[src/rtl/d7s_pkg.sv]
// Shared definitions for the D7S display driver and its scan decoder:
// digit count, segment pattern constants, blank code, FSM state type and
// the packed pin bundle carried through the input synchronizer.
package d7s_pkg;

    localparam int unsigned NUM_DIGITS = 3;
    localparam int unsigned SEG_W      = 7;
    localparam int unsigned SEL_W      = NUM_DIGITS;
    localparam int unsigned BCD_W      = 4;
    localparam int unsigned DIG_W      = NUM_DIGITS * BCD_W;

    // Active-high segment patterns, bit6=a .. bit0=g
    localparam logic [SEG_W-1:0] SEG_0     = 7'h7E;
    localparam logic [SEG_W-1:0] SEG_1     = 7'h30;
    localparam logic [SEG_W-1:0] SEG_2     = 7'h6D;
    localparam logic [SEG_W-1:0] SEG_3     = 7'h79;
    localparam logic [SEG_W-1:0] SEG_4     = 7'h33;
    localparam logic [SEG_W-1:0] SEG_5     = 7'h5B;
    localparam logic [SEG_W-1:0] SEG_6     = 7'h5F;
    localparam logic [SEG_W-1:0] SEG_7     = 7'h70;
    localparam logic [SEG_W-1:0] SEG_8     = 7'h7F;
    localparam logic [SEG_W-1:0] SEG_9     = 7'h7B;
    localparam logic [SEG_W-1:0] SEG_BLANK = 7'h00;

    localparam logic [BCD_W-1:0] BCD_BLANK = 4'hF;

    typedef enum logic [1:0] {
        WAIT = 2'd0,
        EVAL = 2'd1,
        HOLD = 2'd2
    } d7s_state_e;

    // Sampled display pins: digit select above segments
    typedef struct packed {
        logic [SEL_W-1:0] sel;
        logic [SEG_W-1:0] seg;
    } d7s_pins_t;

endpackage

[src/rtl/d7s_seg2bcd.sv]
// Segment pattern to BCD decoder (combinational).
//   seg       : active-high segments {a,b,c,d,e,f,g}
//   bcd_c     : 0-9, or BCD_BLANK for an all-off or unknown pattern
//   invalid_c : pattern is neither a digit nor blank
module d7s_seg2bcd
    import d7s_pkg::*;
(
    input  logic [SEG_W-1:0] seg,
    output logic [BCD_W-1:0] bcd_c,
    output logic             invalid_c
);

    always_comb begin
        bcd_c     = BCD_BLANK;
        invalid_c = 1'b0;
        case (seg)
            SEG_0:     bcd_c = 4'd0;
            SEG_1:     bcd_c = 4'd1;
            SEG_2:     bcd_c = 4'd2;
            SEG_3:     bcd_c = 4'd3;
            SEG_4:     bcd_c = 4'd4;
            SEG_5:     bcd_c = 4'd5;
            SEG_6:     bcd_c = 4'd6;
            SEG_7:     bcd_c = 4'd7;
            SEG_8:     bcd_c = 4'd8;
            SEG_9:     bcd_c = 4'd9;
            SEG_BLANK: bcd_c = BCD_BLANK;
            default:   invalid_c = 1'b1;
        endcase
    end

endmodule

[src/rtl/d7s_scan_decoder.sv]
// Receive side of the multiplexed 7-segment display: synchronizes the segment
// and digit-select pins, waits for each dwell to be stable, then decodes the
// pattern back to BCD for the selected digit.
//   clk, rst_n   : clock, synchronous active-low reset
//   seg_in       : segments {a..g}, bit6=a
//   sel_in       : one-hot digit select, bit k = digit k
//   err_clr      : clears the sticky error flags
//   digits_o     : {dig2,dig1,dig0} BCD, 4'hF = blank
//   dig_valid_o  : digit k captured at least once
//   frame_o      : one-cycle pulse once every digit has been captured
//   bad_seg_o    : sticky, undecodable stable pattern seen
//   bad_sel_o    : sticky, multi-hot stable select seen
module d7s_scan_decoder
    import d7s_pkg::*;
#(
    parameter int unsigned STABLE_CYCLES = 16,
    parameter bit          SEG_ACT_LOW   = 1'b0,
    parameter bit          SEL_ACT_LOW   = 1'b0
)(
    input  logic             clk,
    input  logic             rst_n,
    input  logic [SEG_W-1:0] seg_in,
    input  logic [SEL_W-1:0] sel_in,
    input  logic             err_clr,
    output logic [DIG_W-1:0] digits_o,
    output logic [SEL_W-1:0] dig_valid_o,
    output logic             frame_o,
    output logic             bad_seg_o,
    output logic             bad_sel_o
);

    localparam int unsigned      CNT_W   = $clog2(STABLE_CYCLES + 1);
    localparam logic [CNT_W-1:0] CNT_MAX = CNT_W'(STABLE_CYCLES);

    d7s_pins_t        sync_meta;
    d7s_pins_t        sync_q;
    d7s_pins_t        prev_q;
    d7s_pins_t        cap_q;
    d7s_pins_t        pins_pol_c;
    logic [CNT_W-1:0] cnt;
    logic [CNT_W-1:0] cnt_nxt_c;
    logic             stb_c;
    d7s_state_e       state;
    logic [SEL_W-1:0] mask;
    logic [SEL_W-1:0] mask_set_c;
    logic             sel_onehot_c;
    logic             sel_multi_c;
    logic [BCD_W-1:0] bcd_c;
    logic             seg_invalid_c;
    logic [DIG_W-1:0] dig_wmask_c;
    logic             set_seg_c;
    logic             set_sel_c;

    // Polarity is normalised after the synchronizer
    always_comb begin
        pins_pol_c = sync_q;
        if (SEG_ACT_LOW) pins_pol_c.seg = ~sync_q.seg;
        if (SEL_ACT_LOW) pins_pol_c.sel = ~sync_q.sel;
    end

    // Stability counter; stb fires only on the cycle the count reaches the limit
    always_comb begin
        cnt_nxt_c = cnt;
        if (sync_q != prev_q) begin
            cnt_nxt_c = '0;
        end else if (cnt < CNT_MAX) begin
            cnt_nxt_c = cnt + CNT_W'(1);
        end
        stb_c = (cnt_nxt_c == CNT_MAX) && (cnt != CNT_MAX);
    end

    d7s_seg2bcd u_seg2bcd (
        .seg       (cap_q.seg),
        .bcd_c     (bcd_c),
        .invalid_c (seg_invalid_c)
    );

    // Classification of the captured select and the resulting write masks
    always_comb begin
        sel_onehot_c = (cap_q.sel != '0) && ((cap_q.sel & (cap_q.sel - SEL_W'(1))) == '0);
        sel_multi_c  = (cap_q.sel != '0) && !sel_onehot_c;
        mask_set_c   = mask | cap_q.sel;
        dig_wmask_c  = {{BCD_W{cap_q.sel[2]}}, {BCD_W{cap_q.sel[1]}}, {BCD_W{cap_q.sel[0]}}};
        set_seg_c    = (state == EVAL) && sel_onehot_c && seg_invalid_c;
        set_sel_c    = (state == EVAL) && sel_multi_c;
    end

    // Synchronizer, counter, capture FSM, mask/frame and sticky errors
    always_ff @(posedge clk) begin
        if (!rst_n) begin
            sync_meta   <= '0;
            sync_q      <= '0;
            prev_q      <= '0;
            cap_q       <= '0;
            cnt         <= '0;
            state       <= WAIT;
            mask        <= '0;
            digits_o    <= '1;
            dig_valid_o <= '0;
            frame_o     <= 1'b0;
            bad_seg_o   <= 1'b0;
            bad_sel_o   <= 1'b0;
        end else begin
            sync_meta <= d7s_pins_t'({sel_in, seg_in});
            sync_q    <= sync_meta;
            prev_q    <= sync_q;
            cnt       <= cnt_nxt_c;
            frame_o   <= 1'b0;
            // A new error in the same cycle as err_clr keeps its flag set
            bad_seg_o <= set_seg_c | (bad_seg_o & ~err_clr);
            bad_sel_o <= set_sel_c | (bad_sel_o & ~err_clr);

            case (state)
                WAIT: begin
                    if (stb_c) begin
                        cap_q <= pins_pol_c;
                        state <= EVAL;
                    end
                end
                EVAL: begin
                    if (sel_onehot_c) begin
                        digits_o    <= (digits_o & ~dig_wmask_c) | ({NUM_DIGITS{bcd_c}} & dig_wmask_c);
                        dig_valid_o <= dig_valid_o | cap_q.sel;
                        if (mask_set_c == '1) begin
                            frame_o <= 1'b1;
                            mask    <= '0;
                        end else begin
                            mask <= mask_set_c;
                        end
                    end
                    state <= HOLD;
                end
                HOLD: begin
                    // One capture per dwell: re-arm only after the pins move
                    if (cnt == '0) state <= WAIT;
                end
                default: state <= WAIT;
            endcase
        end
    end

endmodule

[config.mk]
export PLATFORM = sky130hd
export DESIGN_NAME = d7s_scan_decoder
export DESIGN_NICKNAME = d
export VERILOG_FILES = /design/src/rtl/d7s_pkg.sv /design/src/rtl/d7s_seg2bcd.sv /design/src/rtl/d7s_scan_decoder.sv
export SDC_FILE = /design/constraint.sdc
export NUM_CORES = 1
export LEC_CHECK = 0
export CAP_MARGIN = 5
export CORE_MARGIN = 3
export CORE_UTILIZATION = 30
export CTS_CLUSTER_SIZE = 12
export DETAILED_ROUTE_END_ITERATION = 6
export GPL_TIMING_DRIVEN = 0
export PLACE_DENSITY = 0.48
export RECOVER_POWER = 50
export SLEW_MARGIN = 20
export SYNTH_ARGS = -nofsm -noshare
export SYNTH_HDL_FRONTEND = slang
export SYNTH_HIERARCHICAL = 1
export SYNTH_SLANG_ARGS = --single-unit
[constraint.sdc]
create_clock -name clk -period 2.5 [get_ports clk]
set_clock_uncertainty 0.15 [all_clocks]
set_input_delay 0.25 -clock clk [delete_from_list [all_inputs] [get_ports clk]]
set_output_delay 0.25 -clock clk [all_outputs]
set_load 0.02 [all_outputs]
After elaboration in Yosys (flattened, before gate mapping). Index checks and enable logic that the tools add are counted.

Flip-flop bits (word level): 68. Bits in latches: 0. RAM bits: 0. Bits in read-only memories: 0. Input port bits: 13. Output and inout bits: 18. Logic and storage cells: 75. Memories kept: 0.

Add/sub/neg operators: 2. $mul: 0. Div/mod/pow operators: 0. Order comparisons: 1. Equality and inequality tests: 18. Shift operators: 0. Mux-type cells: 9. Bitwise logic cells: 12. Reductions and logical operators: 17.

Operator list (number): 7-bit == test, second input constant (8); 4-bit case mux with 10 select lines (1); 12-bit bitwise AND (2); 7-bit by 6-bit == test with 1-bit output, second input constant (2); 12-bit NOT (1); 12-bit OR (1); 11-bit OR reduction (1); 5-bit two-way mux (2); 10-bit != test (1); 7-bit logical NOT (1); 1-bit logical AND (6); 3-bit OR (2); 2-bit case mux with 3 select lines (1); 2-bit AND reduction (3); 5-bit by 1-bit adder with 5-bit output, second input constant (1); 5-bit == test, second input constant (1); 5-bit logical NOT (1); 5-bit < comparator, second input constant (1); 5-bit != test, second input constant (1); 2-bit two-way mux (2); 2-bit != test, second input constant (2); 3-bit bitwise AND (1); 3-bit == test, second input constant (1); 3-bit logical NOT (1); 12 further kinds (15).

Logic depth before layout (Yosys ltp). Gate-level depths: netlist of the first run.

Word-level depth: 8. Mapped depth: 7.

Hierarchy. The synthesis of the first run kept the hierarchy.

Modules (own cells, without submodules): d7s_scan_decoder (times used 1, cells an instance 234, area each 2437.3 µm², seq. area each 1361.3 µm²); d7s_seg2bcd (times used 1, cells an instance 38, area each 265.3 µm², seq. area each 0.0 µm²).

Worst setup path before layout of the first run. No wires, ideal clock.

Path type: reg-to-reg. Start: reg cnt[1]. End: reg cap_q[0] (netlist name). Library setup time: 122 ps. Data arrival time: 1522 ps. Path slack: 707 ps. Cell stages (with the launch flop): 8. Clock period less this slack: 1793 ps. Cell sequence: dfxtp_1 inv_1 ha_1 nor2_1 a41oi_1 nor3_2 nand2_4 mux2i_1.

Word-level cells in the longest chain between the ends: 6. Elaborated cells between the ends (all ways): 8. Classes of those cells: add/sub: 1; order compare: 1; eq/ne: 2; mux: 2; reduce/logical: 2.

RTL lines: from (decl) (line d7s_scan_decoder.sv:40) `logic [CNT_W-1:0] cnt;`; from (signal assigned) (line d7s_scan_decoder.sv:107) `cnt <= cnt_nxt_c;`; 5-bit by 1-bit adder with 5-bit output / 5-bit < comparator (equally long branches) (line d7s_scan_decoder.sv:67, d7s_scan_decoder.sv:66); 5-bit two-way mux (line d7s_scan_decoder.sv:66) `end else if (cnt < CNT_MAX) begin`; 5-bit two-way mux (line d7s_scan_decoder.sv:64) `if (sync_q != prev_q) begin`; 5-bit == test (line d7s_scan_decoder.sv:69) `stb_c = (cnt_nxt_c == CNT_MAX) && (cnt != CNT_MAX);`; 1-bit logical AND (*) (line d7s_scan_decoder.sv:69); 2-bit AND reduction (no source line) (*); to (signal assigned) (line d7s_scan_decoder.sv:116) `cap_q <= pins_pol_c;`; to (decl) (line d7s_scan_decoder.sv:38) `d7s_pins_t cap_q;`.

Every way passes the cells marked *; elsewhere a longest branch is shown, timed or not. A chain may end at the register's enable or synchronous reset.

Worst setup path after layout of the first run.
Start: reg cnt[0]. End: reg cap_q[8] (netlist name).

The elaborated chain is that of the path after synthesis.

==> results.ini, run 1 <==
[sta]
fin_crit_sh_pct = 79.80
maxSlewHeadroom_pct = 57.84
fmax_ghz = 0.5012
worst_slew_pin_slew_ns = 0.6300
grt_setup_unrepaired = false
setup_viol = 0
slew_viol_final = 0
period_minus_slack_ns = 1.995
report.final.hold_viol_count = 0
fin_setup_tns_ns = 0

[floorplan]
die_width_um = 100.9
dieHeight_um = 100.9
placement_rows = 33
core_region_area_um2 = 8464
floorplan.die_area_um2 = 10180
ioPinCount = 31
start_util_pct = 31.93

[route]
drt-pass1-iter-count = 4
antenna_nets_post_route = 0
route.final.wire_length_um = 5105
wire_per_inst_um = 12.10
vias = 1851
drt_drc_violations_left = 0
dr.first_iter.drc_count = 38
detail_route.vias_per_cell = 4.386

[power_and_ir_drop]
peakVddDrop_v = 0.0002726
switching_share_pct = 23.26
post-layout-total-power_w = 0.002097
power.share.clock_pct = 43.0
power.static_leakage_nw = 1.419
p_int_w = 0.001609
comb_power_share_pct = 3.9
power.density_cell_area_nw_per_um2 = 631.9
seq_power_share_pct = 53.1
switching_power_w = 0.0004878

[final_layout]
antenna-diode-count = 0
layout.cell_area.non_filler_um2 = 3318
final_nets = 327
layout-area-overhead-vs-synth_pct = 22.78
final_layout_size_suffix_gt1_share_pct = 10.09
utilization_pct = 39.20

[critical_path]
timing.setup.critical_path_class = register to register
timing.critical_path.to_type = register
worstPathRequired_ns = 2.57
cp-start-kind = register
peak_fanout_along_the_critical_path = 10
arrival_ns = 2.07

[place]
dpl.hpwl_um = 3649
placed_cell_area_um2 = 3124
gp_congestion = 0.7361
numPortBuffers = 29

[run]
drv_cap = 0

[yosys]
netlist_instances = 272
synthesis.nets = 287
avgSynthCellArea_um2 = 9.936
ys_dominant_reg_cell = dfxtp_1
ys_seq_area_share_pct = 50.37
post_synth_edffs = 0
yosys_warnings = 6
syn_area_um2 = 2703
synth.ff_latch_count = 68
synth_cell_types = 51
synth_async_sr_flop_share_pct = 0

[outcome]
status = complete, no violations

[clock_network]
cts-resized-gates = 0
worstSkewPairLatency_ns = 0.34
cts_h_tree_depth = 3
post_cts.repair.setup_buffers = 0
cts_inserted_buffers = 9
clock_tree.root_cell = clkbuf_8
cts.path.max_buffers = 2
tritoncts_clock_tree = done
clk_pin_slew_worst_paths_ns = 0.08
hold_buffers = 0
cts.sink_count = 68

[global_routing]
grt_util_all_layers_pct = 10.82
first_global_vias = 1726
wire_length_of_the_first_global_routing_pass_um = 8576
antenna_found_initial = 0
overflow = 0
grt_max_degree = 14

[min_path]
min_path_type = input pin to register

## through the flow
stage	std cells	setup slack (ns)	hold slack (ns)
floorplan	272	0.7065	0.2273
global route	422	0.3481	0.2260
CTS	422	0.5143	0.2046
detailed placement	406	0.5265	0.2669
global placement	406	0.5259	0.2676
finish	422	0.5050	0.2131
## Yosys cell counts (4+ instances only)
cell type,instances,area share [%]
xor2_1,4,1.3
xnor2_1,10,3.2
nand2_1,39,5.4
and2_1,21,4.9
nand3_1,4,0.74
nor2_1,9,1.2
dfxtp_1,68,50
clkbuf_1,7,0.97
inv_1,14,1.9
nor2b_1,6,1.4
mux2i_1,23,8.5
a21oi_1,6,1.1
## placed cells by master, fill, tap and decap left out, drive strengths merged, types with 2 or more instances in the layout
master         instances
dfxtp                 68
nand2                 40
mux2i                 23
clkdlybuf4s50         22
and2                  21
clkbuf                17
inv                   16
xnor2                 10
nor2                  10
dlygate4sd3            7
a21oi                  7
nor2b                  6
buf                    6
nor3                   5
xor2                   4
nand3                  4
nand4                  3
nor3b                  3
o21a                   3
a31oi                  3
o21ai                  3
clkinv                 3
a41oi                  2
and2b                  2
o211a                  2
ha                     2
or2b                   2
o21bai                 2
nor4                   2
and3                   2
## layout make-up
cell class	instances	area [µm²]
clock buffer	9	123.9
inverter	14	52.55
buffer	14	81.33
multi-input combinational	176	1204
timing repair buffer	29	290.3
sequential	68	1361
fill	833	5146
tap	105	131.4
clock inverter	7	73.82
## power by group through the flow
stage | registers (W) | logic [W] | clock network, W
2_1_floorplan | 0.00114 | 0.0000524 | 0
3_3_place_gp | 0.00114 | 0.0000841 | 0
3_5_place_dp | 0.00114 | 0.0000850 | 0
4_1_cts | 0.00111 | 0.0000857 | 0.000941
5_1_grt | 0.00111 | 0.0000935 | 0.000998
6_report | 0.00111 | 0.0000824 | 0.000902
## per-layer routing
| layer | GRT usage, % | share of wire (%) | vias up |
|---|---|---|---|
| met5 | 0 | 0 | - |
| met3 | 4.014 | 5.3 | 6 |
| met4 | 3.988 | 0.92 | 0 |
| met2 | 15.14 | 41 | 41 |
| met1 | 15.12 | 52 | 814 |
| li1 | - | - | 990 |
## path summary, 6_finish.rpt
kind | startpoint | end | slack, ns | cells past startpoint
setup / recovery | cnt[0] | cap_q[8] | 0.50 | 7
hold / removal | rst_n | frame_o | 0.21 | 2
setup reg to reg | cnt[0] | cap_q[8] | 0.50 | 7
hold reg to reg | sync_meta[2] | pins_pol_c[2] | 0.28 | 1
## kinds of logic after synthesis
kind of cell,synth area share [%]
flops,50.37
buf+inv,5.000
mux,8.518
xor+xnor,4.537
simple gates,22.32
fa+ha+maj,1.296
compound gates,7.963
## critical path: stages (launching register included)
cell     delay, ns
dfxtp_1       0.44
inv_1         0.07
ha_1          0.31
nor2_1        0.10
a41oi_1       0.17
nor3_2        0.31
nand2_4       0.17
mux2i_1       0.15
Note: power is estimated with default switching activity, not from simulation.
==> run 2, diff against run 1 <==
- clock period: 2.5 -> 1.85 ns (I/O delays scaled with it)
==> run 2 against run 1 <==
  * Combinational power grew 64%
  * First-iteration DRC count increased by 7.9%
  * Register-to-register slack lost 0.47 ns
  * Sequential power increased by 35%
  * Non-clock buffer count rose by 8
  * Via count increased by 3.7%
  * Global-route usage increased by 0.33 points
  * Clock power up 35%
  * Final cell count increased by 2.1%
  * Final area up 5.7%
  * Sequential cell count did not move
  * Critical path depth rose by 1
  * Largest cell class unchanged
  * Largest power group unchanged
  * Highest routed layer unchanged
==> results.ini, run 2 (synthesis results as in run 1) <==
[route]
dr.first_iter.drc_count = 41  ; was 38
wire_per_inst_um = 12.45  ; was 12.10 µm
drt_drc_violations_left = 0  ; unchanged
vias = 1920  ; was 1851
detail_route.vias_per_cell = 4.455  ; was 4.386
drt-pass1-iter-count = 4  ; unchanged
route.final.wire_length_um = 5367  ; was 5105 µm
antenna_nets_post_route = 0  ; unchanged

[floorplan]
dieHeight_um = 100.9  ; unchanged
floorplan.die_area_um2 = 10180  ; unchanged
placement_rows = 33  ; unchanged
start_util_pct = 31.93  ; unchanged
core_region_area_um2 = 8464  ; unchanged
ioPinCount = 31  ; unchanged
die_width_um = 100.9  ; unchanged

[place]
placed_instances = 406  ; unchanged
dpl.hpwl_um = 3649  ; unchanged
numPortBuffers = 29  ; unchanged
gp_congestion = 0.7361  ; unchanged
placed_cell_area_um2 = 3124  ; unchanged

[sta]
period_minus_slack_ns = 1.818  ; was 1.995 ns
setup_viol = 0  ; unchanged
maxSlewHeadroom_pct = 65.71  ; was 57.84%
fmax_ghz = 0.5499  ; was 0.5012 GHz
worst_slew_pin_slew_ns = 0.5144  ; was 0.6300 ns
report.final.hold_viol_count = 0  ; unchanged
slew_viol_final = 0  ; unchanged
grt_setup_unrepaired = true  ; was false
fin_crit_sh_pct = 98.29  ; was 79.80%

[final_layout]
most_common_library_cell_in_the_layout_ignoring_fill_and_taps = dfxtp_1  ; unchanged
final_cell_mix = dfxtp_1, nand2_1, clkdlybuf4s50_1  ; was dfxtp_1, nand2_1, mux2i_1
layout-area-overhead-vs-synth_pct = 29.81  ; was 22.78%
finalNonFillerCells = 431  ; was 422
layout.cell_area.non_filler_um2 = 3508  ; was 3318 µm²
final_nets = 336  ; was 327
final_layout_size_suffix_gt1_share_pct = 18.40  ; was 10.09%
antenna-diode-count = 0  ; unchanged

[clock_network]
clock_tree.root_cell = clkbuf_8  ; unchanged
tritoncts_clock_tree = done  ; unchanged
cts.sink_count = 68  ; unchanged
clk_pin_slew_worst_paths_ns = 0.08  ; about the same
cts_h_tree_depth = 3  ; unchanged
cts.path.max_buffers = 2  ; unchanged
worstSkewPairLatency_ns = 0.34  ; about the same
cts_inserted_buffers = 9  ; unchanged

[critical_path]
timing.setup.critical_path_class = register to register  ; unchanged
arrival_ns = 1.94  ; was 2.07 ns
timing.critical_path.to_type = register  ; unchanged
worst_path_max_delay_cell = a311o_2  ; was dfxtp_1
cp-start-kind = register  ; unchanged
worst_path_most_repeated_cell = a21oi_1
critical-path-max-stage-delay_ns = 0.40  ; was 0.44 ns
critical_path.cell_chain = buf_6 -> nand4bb_1 -> a21oi_1 -> a311o_2 -> buf_4 -> a21oi_2 -> a21oi_1 -> nor2b_1  ; was inv_1 -> ha_1 -> nor2_1 -> a41oi_1 -> nor3_2 -> nand2_4 -> mux2i_1
critical_path.top_delay_family = compound AO/OA/AOI/OAI gates  ; was simple AND/OR/NAND/NOR gates
peak_fanout_along_the_critical_path = 10  ; unchanged
critPathBufInv = 2  ; was 1
worstPathRequired_ns = 1.97  ; was 2.57 ns

[power_and_ir_drop]
seq_power_share_pct = 52.5  ; was 53.1%
power.static_leakage_nw = 1.473  ; was 1.419 nW
p_int_w = 0.002184  ; was 0.001609 W
post-layout-total-power_w = 0.002855  ; was 0.002097 W
comb_power_share_pct = 4.7  ; was 3.9%
peakVddDrop_v = 0.0003675  ; was 0.0002726 V
power.density_cell_area_nw_per_um2 = 813.8  ; was 631.9 nW/µm²
power.share.clock_pct = 42.7  ; was 43.0%
switching_share_pct = 23.51  ; was 23.26%
switching_power_w = 0.0006713  ; was 0.0004878 W

[global_routing]
grt_util_all_layers_pct = 11.15  ; was 10.82%
grt_max_degree = 14  ; unchanged
overflow = 0  ; unchanged
wire_length_of_the_first_global_routing_pass_um = 8818  ; was 8576 µm
antenna_found_initial = 0  ; unchanged
first_global_vias = 1763  ; was 1726

[min_path]
min_path_type = input pin to register  ; unchanged

[run]
drv_cap = 0  ; unchanged

[outcome]
status = complete, no violations  ; unchanged

[run 2: cell types whose count changed in the layout (fill, tap and decap cells not counted), sizes merged]
cell / before / now
buf: 6 / 14
clkdlybuf4s50: 22 / 28
dlygate4sd3: 7 / 1
nand2: 40 / 41
[run 2: what timing repair did]
item                       in CTS  in global routing
cloned                          1                  0
setup endpoints to repair      19                 28
gates resized for setup         7                 22
hold buffers                    0                  0
pin swaps                       1                  8
buffers inserted                1                  7
[run 2: layout make-up]
type                       instances  area, µm²
fill                             813       4956
sequential                        68       1375
multi-input combinational        177       1310
timing repair buffer              37      350.3
tap                              105      131.4
clock buffer                       9      123.9
buffer                            14      91.34
clock inverter                     7      73.82
inverter                          14      52.55
[run 2: per-stage QoR]
step / worst slack [ns] / utilization [%] / hold slack (ns) / TNS [ns]
final: 0.03157 / 41.45 / 0.1385 / 0
after global routing: -0.09510 / 41.45 / 0.1610 / -0.2922
after CTS: 0.003503 / 39.62 / 0.1396 / 0
after detailed placement: -0.1235 / 36.91 / 0.2669 / -1.219
after global placement: -0.1241 / 36.91 / 0.2676 / -1.395
after floorplan: 0.05652 / - / 0.1623 / 0
[run 2: final timing paths]
check / startpoint / endpoint / slack, ns / cells past startpoint
max: cap_q[1] / bad_seg_o / 0.03 / 8
min: rst_n / frame_o / 0.14 / 2
max reg2reg: cap_q[1] / bad_seg_o / 0.03 / 8
min reg2reg: sync_meta[2] / pins_pol_c[2] / 0.28 / 1
[run 2: power groups by stage]
stage / sequential, W / clock, W / combinational [W]
global route: 0.00150 / 0.00135 / 0.000151
global placement: 0.00154 / 0 / 0.000114
CTS: 0.00150 / 0.00127 / 0.000118
floorplan: 0.00154 / 0 / 0.0000708
detailed placement: 0.00154 / 0 / 0.000115
finish: 0.00150 / 0.00122 / 0.000135
[run 2: per-layer routing]
layer / GRT usage [%] / vias to the layer above / share of wire [%]
met2: 16.10 / 47 / 43
met3: 4.014 / 6 / 5.2
met5: 0 / - / 0
met1: 15.29 / 860 / 51
met4: 3.988 / 0 / 1.1
li1: - / 1007 / -
==> run 3, diff against run 2 <==
- GPL_TIMING_DRIVEN: 0 -> unset
- RECOVER_POWER: 50 -> unset
==> run 3 against run 2 <==
  * Die area stayed put
  * Routed wire length is 9.4% lower
  * Clock power hardly changed
  * Final area is 3.1% lower
  * Hold slack worse by 0.092 ns
==> results.ini, run 3 (synthesis results as in run 1) <==
[route]
drt_drc_violations_left = 0  ; unchanged
dr.first_iter.drc_count = 54  ; was 41
wire_per_inst_um = 11.53  ; was 12.45 µm
detail_route.vias_per_cell = 4.450  ; was 4.455
route.final.wire_length_um = 4864  ; was 5367 µm
vias = 1878  ; was 1920
antenna_nets_post_route = 0  ; unchanged
drt-pass1-iter-count = 4  ; unchanged

[critical_path]
critPathBufInv = 0  ; was 2
rr_startpoint = cap_q[1]  ; unchanged
worstSetupStartpoint = cap_q[1]  ; unchanged
timing.critical_path.to_type = register  ; unchanged
critical_path.cell_chain = or4b_1 -> a21oi_2 -> o21bai_1 -> o21bai_4 -> mux2i_1 -> nand2_1  ; was buf_6 -> nand4bb_1 -> a21oi_1 -> a311o_2 -> buf_4 -> a21oi_2 -> a21oi_1 -> nor2b_1
peak_fanout_along_the_critical_path = 3  ; was 10
worst_path_max_delay_cell = or4b_1  ; was a311o_2
critical-path-max-stage-delay_ns = 0.53  ; was 0.40 ns
worst-path-stages = 6  ; was 8
arrival_ns = 1.85  ; was 1.94 ns
r2r.worst_path.cells = 6  ; was 8
regToRegSetupSlack_ns = 0.09  ; was 0.03 ns
timing.setup.critical_path_class = register to register  ; unchanged
cp-start-kind = register  ; unchanged
critical_path.top_delay_family = simple AND/OR/NAND/NOR gates  ; was compound AO/OA/AOI/OAI gates
worstPathRequired_ns = 1.94  ; was 1.97 ns

[final_layout]
n_fill_cell = 834  ; was 813
most_common_library_cell_in_the_layout_ignoring_fill_and_taps = dfxtp_1  ; unchanged
antenna-diode-count = 0  ; unchanged
finalNonFillerCells = 422  ; was 431
final_layout_size_suffix_gt1_share_pct = 16.09  ; was 18.40%
layout-area-overhead-vs-synth_pct = 25.83  ; was 29.81%
final_cell_mix = dfxtp_1, nand2_1, clkdlybuf4s50_1  ; unchanged
final_nets = 327  ; was 336
layout.cell_area.non_filler_um2 = 3401  ; was 3508 µm²

[floorplan]
die_width_um = 100.9  ; unchanged
placement_rows = 33  ; unchanged
core_region_area_um2 = 8464  ; unchanged
dieHeight_um = 100.9  ; unchanged
floorplan.die_area_um2 = 10180  ; unchanged
ioPinCount = 31  ; unchanged
start_util_pct = 31.93  ; unchanged

[sta]
fmax_ghz = 0.5680  ; was 0.5499 GHz
setup_viol = 0  ; unchanged
maxSlewHeadroom_pct = 76.67  ; was 65.71%
grt_setup_unrepaired = true  ; unchanged
period_minus_slack_ns = 1.761  ; was 1.818 ns
report.final.hold_viol_count = 0  ; unchanged
whs_ns = 0.04628  ; was 0.1385 ns
fin_crit_sh_pct = 95.17  ; was 98.29%
worst_slew_pin_slew_ns = 0.3473  ; was 0.5144 ns
slew_viol_final = 0  ; unchanged

[power_and_ir_drop]
power.static_leakage_nw = 1.465  ; was 1.473 nW
power.density_cell_area_nw_per_um2 = 843.3  ; was 813.8 nW/µm²
peakVddDrop_v = 0.0004887  ; was 0.0003675 V
post-layout-total-power_w = 0.002868  ; was 0.002855 W

[global_routing]
grt_max_degree = 38  ; was 14
overflow = 0  ; unchanged
wire_length_of_the_first_global_routing_pass_um = 8459  ; was 8818 µm
first_global_vias = 1797  ; was 1763
grt_util_all_layers_pct = 10.61  ; was 11.15%
antenna_found_initial = 0  ; unchanged

[run]
drv_cap = 0  ; unchanged

[clock_network]
post_cts.repair.setup_buffers = 0  ; was 1
tritoncts_clock_tree = done  ; unchanged
clock_tree.root_cell = clkbuf_8  ; unchanged
clk_pin_slew_worst_paths_ns = 0.08  ; about the same
worstSkewPairLatency_ns = 0.35  ; was 0.34 ns
cts_inserted_buffers = 9  ; unchanged
cts_h_tree_depth = 3  ; unchanged
cts.sink_count = 68  ; unchanged
cts.path.max_buffers = 2  ; unchanged

[place]
placed_cell_area_um2 = 3157  ; was 3124 µm²
dpl.hpwl_um = 3359  ; was 3649 µm
placed_instances = 406  ; unchanged
numPortBuffers = 30  ; was 29
gp_congestion = 0.7737  ; was 0.7361

[min_path]
min_path_type = input pin to register  ; unchanged

[outcome]
status = complete, no violations  ; unchanged

## run 3: cell types whose count changed in the layout (fill, tap and decap cells not counted), moves of 2 or more
cell,delta
a21oi_2,+2
and2_0,-4
and2_1,+3
buf_6,-2
clkbuf_1,-7
clkinv_2,-2
dfxtp_2,+2
dfxtp_4,-3
nand2_8,-2
## run 3: report_power, final
part	switching, W	internal, W	total (W)
clock	0.000610	0.000640	0.00125
sequential	0.0000105	0.00149	0.00150
combinational	0.0000552	0.0000611	0.000116
total	0.000676	0.00219	0.00287
## run 3: timing repair
item / 4_1_cts / 5_1_grt
resized for setup: 0 / 13
hold buffers: 0 / 0
setup endpoints to repair: 0 / 20
## run 3: worst min-delay path by stage
stage / slack [ns] / endpoint / start / cells past startpoint
2_1_floorplan: 0.16 / sync_meta[0] / seg_in[0] / 1
3_3_place_gp: 0.27 / pins_pol_c[4] / sync_meta[4] / 1
3_5_place_dp: 0.27 / pins_pol_c[0] / sync_meta[0] / 1
4_1_cts: 0.04 / dig_valid_o[1] / rst_n / 2
5_1_grt: 0.05 / dig_valid_o[2] / rst_n / 2
6_report: 0.05 / dig_valid_o[1] / rst_n / 2
## run 3: worst reg2reg max path: cells and delay by family, from the launching register on
family	cells	cell delay (ns)
simple gates	2	0.59
flops	1	0.31
mux	1	0.14
compound gates	3	0.45
## run 3: layer usage
layer | track usage (%) | vias up | share of wire, %
met1 | 13.64 | 836 | 49
li1 | - | 993 | -
met4 | 3.374 | 0 | 1.0
met3 | 4.706 | 7 | 6.5
met5 | 0 | - | 0
met2 | 15.95 | 42 | 43
## run 3: area by class of cell
| cell class | count | area, µm² | area share [%] |
|---|---|---|---|
| sequential | 68 | 1366 | 40.18 |
| multi-input combinational | 176 | 1232 | 36.24 |
| timing repair buffer | 43 | 412.9 | 12.14 |
| tap | 105 | 131.4 | 3.863 |
| clock buffer | 9 | 123.9 | 3.642 |
| clock inverter | 7 | 81.33 | 2.391 |
| inverter | 14 | 52.55 | 1.545 |
## run 3: stage by stage
| step | TNS [ns] | util (%) | setup slack (ns) |
|---|---|---|---|
| after floorplan | 0 | - | 0.05652 |
| after global placement | 0 | 37.29 | 0.08272 |
| after detailed placement | 0 | 37.29 | 0.04634 |
| after CTS | 0 | 39.72 | 0.03235 |
| after global routing | -0.04218 | 40.18 | -0.02409 |
| final | 0 | 40.18 | 0.08937 |
